### config.mk
export PLATFORM = sky130hd
export DESIGN_NAME = led_pattern_gen
export DESIGN_NICKNAME = d
export VERILOG_FILES = /design/src/rtl/led_pattern_gen.sv
export SDC_FILE = /design/constraint.sdc
export NUM_CORES = 1
export LEC_CHECK = 0
export CORE_MARGIN = 8
export CORE_UTILIZATION = 63
export DETAILED_ROUTE_END_ITERATION = 6
export GPL_TIMING_DRIVEN = 0
export PLACE_DENSITY_LB_ADDON = 0.12
export RECOVER_POWER = 100
export SYNTH_ARGS = -nofsm -noshare
export SYNTH_HDL_FRONTEND = slang
export SYNTH_SLANG_ARGS = --single-unit
### constraint.sdc
create_clock -name clock -period 7.25 [get_ports clock]
set_clock_uncertainty 0.15 [all_clocks]
set_input_delay 1.45 -clock clock [delete_from_list [all_inputs] [get_ports clock]]
set_output_delay 1.45 -clock clock [all_outputs]
set_load 0.01 [all_outputs]
### src/rtl/led_pattern_gen.sv
// Multi-channel indicator driver: off/on/repeat/one-shot bit patterns
// stepped from a shared free-running prescaler.
module led_pattern_gen #(
   parameter int                      CHANNELS       = 2,
   parameter int                      PRESCALE       = 40000,
   parameter int                      PATTERN_BITS   = 8,
   parameter logic [PATTERN_BITS-1:0] RESET_PATTERN0 = PATTERN_BITS'(8'b00001111),
   parameter logic [7:0]              RESET_RATE0    = 8'd24
) (
   input  logic                        clock,
   input  logic                        reset,
   input  logic                        write,
   input  logic [$clog2(CHANNELS)-1:0] chan_sel,
   input  logic [1:0]                  mode,
   input  logic [PATTERN_BITS-1:0]     pattern,
   input  logic [7:0]                  rate,
   output logic [CHANNELS-1:0]         out,
   output logic [CHANNELS-1:0]         done
);

   localparam int PW = (PRESCALE > 1) ? $clog2(PRESCALE) : 1;
   localparam int IW = (PATTERN_BITS > 1) ? $clog2(PATTERN_BITS) : 1;
   localparam logic [PW-1:0] PS_MAX  = PW'(PRESCALE - 1);
   localparam logic [IW-1:0] IDX_MAX = IW'(PATTERN_BITS - 1);

   typedef enum logic [1:0] {
      M_OFF     = 2'b00,
      M_ON      = 2'b01,
      M_REPEAT  = 2'b10,
      M_ONESHOT = 2'b11
   } mode_e;

   logic [PW-1:0]           pcnt;
   logic                    tick;
   mode_e                   mode_r    [CHANNELS];
   logic [PATTERN_BITS-1:0] pattern_r [CHANNELS];
   logic [7:0]              rate_r    [CHANNELS];
   logic [7:0]              rcnt      [CHANNELS];
   logic [IW-1:0]           idx       [CHANNELS];
   logic [CHANNELS-1:0]     wr_hit;
   logic [CHANNELS-1:0]     run;
   logic [CHANNELS-1:0]     fire;
   logic [CHANNELS-1:0]     out_d;

   assign tick = (pcnt == PS_MAX);

   // Phase is global and never realigned by a write.
   always_ff @(posedge clock) begin
      if (reset)
         pcnt <= '0;
      else if (tick)
         pcnt <= '0;
      else
         pcnt <= pcnt + 1'b1;
   end

   always_comb begin
      wr_hit = '0;
      run    = '0;
      fire   = '0;
      out_d  = '0;
      for (int c = 0; c < CHANNELS; c++) begin
         wr_hit[c] = write && (int'(chan_sel) == c);
         run[c]    = tick && ((mode_r[c] == M_REPEAT) ||
                              ((mode_r[c] == M_ONESHOT) && !done[c]));
         fire[c]   = run[c] && (rcnt[c] == rate_r[c]);
         unique case (mode_r[c])
            M_OFF:     out_d[c] = 1'b0;
            M_ON:      out_d[c] = 1'b1;
            M_REPEAT:  out_d[c] = pattern_r[c][idx[c]];
            M_ONESHOT: out_d[c] = !done[c] && pattern_r[c][idx[c]];
         endcase
      end
   end

   // A write to a channel overrides any step landing in the same cycle.
   always_ff @(posedge clock) begin
      for (int c = 0; c < CHANNELS; c++) begin
         if (reset) begin
            mode_r[c]    <= (c == 0) ? M_REPEAT : M_OFF;
            pattern_r[c] <= (c == 0) ? RESET_PATTERN0 : '0;
            rate_r[c]    <= (c == 0) ? RESET_RATE0 : '0;
            rcnt[c]      <= '0;
            idx[c]       <= '0;
            done[c]      <= 1'b0;
         end else if (wr_hit[c]) begin
            mode_r[c]    <= mode_e'(mode);
            pattern_r[c] <= pattern;
            rate_r[c]    <= rate;
            rcnt[c]      <= '0;
            idx[c]       <= '0;
            done[c]      <= 1'b0;
         end else if (run[c]) begin
            if (fire[c]) begin
               rcnt[c] <= '0;
               if (idx[c] == IDX_MAX) begin
                  idx[c] <= '0;
                  if (mode_r[c] == M_ONESHOT)
                     done[c] <= 1'b1;
               end else begin
                  idx[c] <= idx[c] + 1'b1;
               end
            end else begin
               rcnt[c] <= rcnt[c] + 1'b1;
            end
         end
      end
   end

   always_ff @(posedge clock) begin
      if (reset)
         out <= '0;
      else
         out <= out_d;
   end

endmodule
==> key figures <==
Setup path
  • Crit Path Max Fanout: 22
  • CP top delay family: buffers and inverters
  • Critical path, cell by cell: dlygate4sd3_1, nor2_1, inv_1, a2111o_1, nor2_1
  • CP required: about 7.3 ns
  • Crit-path slowest cell: dlygate4sd3_1
  • Arrival time at the worst endpoint: about 3.6 ns
  • Most frequent cell on the critical path: nor2_1
  • Element type at the critical path end: flop
  • Crit-path max cell delay: approximately 0.64 ns
  • WS Path Type: in -> reg
  • CP startpoint kind: primary input
  • Sum of buffers and inverters on the critical path: 2
  • Setup slack, reg-to-reg: 4.34 ns

Run
  • Max Cap Violations: 0

Run status
  • Outcome: finished clean

Logic synthesis
  • Top-area cell type share of the netlist area: a little under half
  • YS warnings: 0
  • Ys async rst share: 0%
  • Post-Syn Area per Cell: between 10 and 15 µm²
  • Netlist Area Pre-Place: between 3000 and 4000 µm²
  • Syn Nets: around 350
  • Cell taking the most area after synthesis: edfxtp_1
  • Area contributors post-synth: edfxtp_1 (48%), dfxtp_1 (11%), xor2_1 (6.7%)
  • Synth Register Bits: between 70 and 80
  • Post-synth EDFFs: 58
  • Post-Synthesis Cells: between 300 and 400
  • Register area share after synthesis: between 50% and 60%
  • Yosys cell types: 37
  • Top_reg_cell synth: edfxtp_1

Die
  • Die Ht: 92.2 µm
  • Io pins: 26
  • Initial core utilization: approximately 66%
  • Core footprint: around 5600 µm²
  • Die X: ~92 µm
  • Die area: around 8500 µm²
  • Number of core rows: 27

Timing
  • Slew margin rel.: 25.5%
  • FMAX: 279 MHz
  • Post-route minimum period: 3.58 ns
  • Slew @ Worst Pin: ~1.1 ns
  • RSZ-0062 raised after global routing: false
  • Hold Fails Final Rpt: 0
  • Crit share post-route: about half
  • Slew Viols, Final: 0
  • PnR worst setup slack: 3.67 ns
  • Setup tns final: 0 ns
  • Endpoints failing setup: 0

Finish
  • Area delta synth->final: 15.1%
  • Fin nets: between 300 and 400
  • N_diodes: 0
  • Fill cells: between 400 and 500
  • Final core utilization: 75.6%
  • Share of layout cells above drive strength 1: between 4 and 5%
  • Post-route design area: 4210 µm²

Placed design
  • RePlAce Congestion: 0.855
  • Placed Area: 4000 µm²
  • DP Worst Slack: roughly 3.4 ns
  • Buffers on Ports: 25
  • Post-detail-place hpwl: just under 5 mm

Power and ir drop
  • Max rail drop VDD: about 0.17 mV
  • Power per cell area: approximately 220 nW/µm²
  • Design Power: 0.934 mW
  • P_leak: between 1.5 and 2 nW

Clock network
  • Post-CTS Setup Bufs: 0
  • H-tree depth: 3
  • Clock Path Buffers: 2
  • Clock root cell: clkbuf_8
  • Total CTS buffers: 9
  • Later-pin clock latency in the skew report: roughly 0.35 ns
  • CTS resizes: 0
  • Clk sink count: 78
  • CTS tree: built
  • CTS clk-pin slew, worst paths: roughly 0.07 ns
  • CTS Hold Bufs: 0

Detailed routing
  • Routed WL per cell: between 15 and 20 µm
  • DRT Pass-1 Iters: 4
  • Final wirelength: approximately 6.6 mm
  • Avg Vias per Cell: 5.56
  • Drc violations: 0
  • Vias: approximately 2400
  • Initial DRC Count: 99
  • Antenna viol nets, final: 0

Global routing
  • Largest net degree at the start of global routing: 23
  • GRT overflow: 0
  • Vias in the first global route: 2365
  • Initial antenna violation count: 0
  • GRT Total Usage: ~16%
  • First-pass GRT wire length: between 10 and 15 mm

Min path
  • Hold Crit Class: reg -> reg
[state kept, by name, indices dropped and copies added, names as in the netlist]
name       flops
rate_r        16
out            2
mode_r         4
done           2
pcnt          16
rcnt          16
pattern_r     16
idx            6
[power by group]
part	leakage, nW	total (mW)	switching, mW	internal (mW)
combinational	0.633	0.0647	0.0329	0.0318
clock	0.108	0.348	0.154	0.193
sequential	0.760	0.521	0.0159	0.505
total	1.50	0.934	0.203	0.731
[metal layers]
layer | wire length [µm] | vias to the layer above | share of wire, % | GRT usage [%]
met4 | 138 | 0 | 2.1 | 8.19
li1 | - | 1204 | - | -
met2 | 3360 | 28 | 51 | 28.1
met5 | 0 | - | 0 | 0
met3 | 166 | 11 | 2.5 | 2.93
met1 | 2970 | 1144 | 45 | 18.5
[synthesized netlist by cell type, drive strengths merged (2+ instances only)]
master / instances
inv: 12
xor2: 28
nand2: 16
nor4: 16
nand2b: 11
mux2i: 4
a21boi: 2
nor2: 30
and3: 4
nor3: 12
or4: 2
o21ai: 4
a21oi: 3
nand3: 11
xnor2: 14
ha: 7
mux4: 2
or4b: 2
edfxtp: 58
nand4: 11
buf: 2
and2: 29
dfxtp: 20
clkbuf: 5
[final timing paths]
kind | from | end | cells after the start
worst min register to register | pcnt[0] | pcnt[0] | 1
worst max-delay path | reset | rcnt[0][2] | 5
worst min-delay path | pcnt[0] | pcnt[0] | 1
worst max register to register | pcnt[7] | idx[1][2] | 5
[area by class of cell]
class	count	area [µm²]	area share (%)
buffer	7	26.3	0.624
clock buffer	10	128	3.03
clock inverter	6	86.3	2.05
inverter	12	45.0	1.07
multi-input combinational	219	1450	34.3
sequential	78	2140	50.8
tap	72	90.1	2.14
timing repair buffer	25	250	5.94
[stage by stage]
step,hold slack [ns],instances
after global routing,0.334,429
final,0.309,429
after floorplan,0.268,316
after global placement,0.280,413
after CTS,0.315,429
after detailed placement,0.301,413
[cell families after synthesis]
| group | after synthesis | share of synthesized area, % |
|---|---|---|
| fa+ha+maj | 7 | 2.39 |
| xor+xnor | 42 | 10.0 |
| flops | 78 | 58.5 |
| compound gates | 13 | 2.39 |
| mux | 6 | 2.32 |
| simple gates | 151 | 22.3 |
| buf+inv | 19 | 2.02 |
[cells in the final DEF (no fill, tap or decap), types with 2 or more instances in the layout]
cell	count
a21boi_0	2
a21oi_1	3
and2_0	16
and2_1	13
and3_1	4
bufinv_16	2
clkbuf_1	7
clkbuf_8	9
clkdlybuf4s50_1	20
clkinv_4	2
dfxtp_1	20
dlygate4sd3_1	5
edfxtp_1	58
ha_1	7
inv_1	12
mux2i_1	4
mux4_2	2
nand2_1	16
nand2b_1	11
nand3_1	11
nand4_1	11
nor2_1	30
nor3_1	12
nor4_1	16
o21ai_0	4
or4_1	2
or4b_1	2
xnor2_1	14
xor2_1	28
Note: power is estimated with default switching activity, not from simulation.
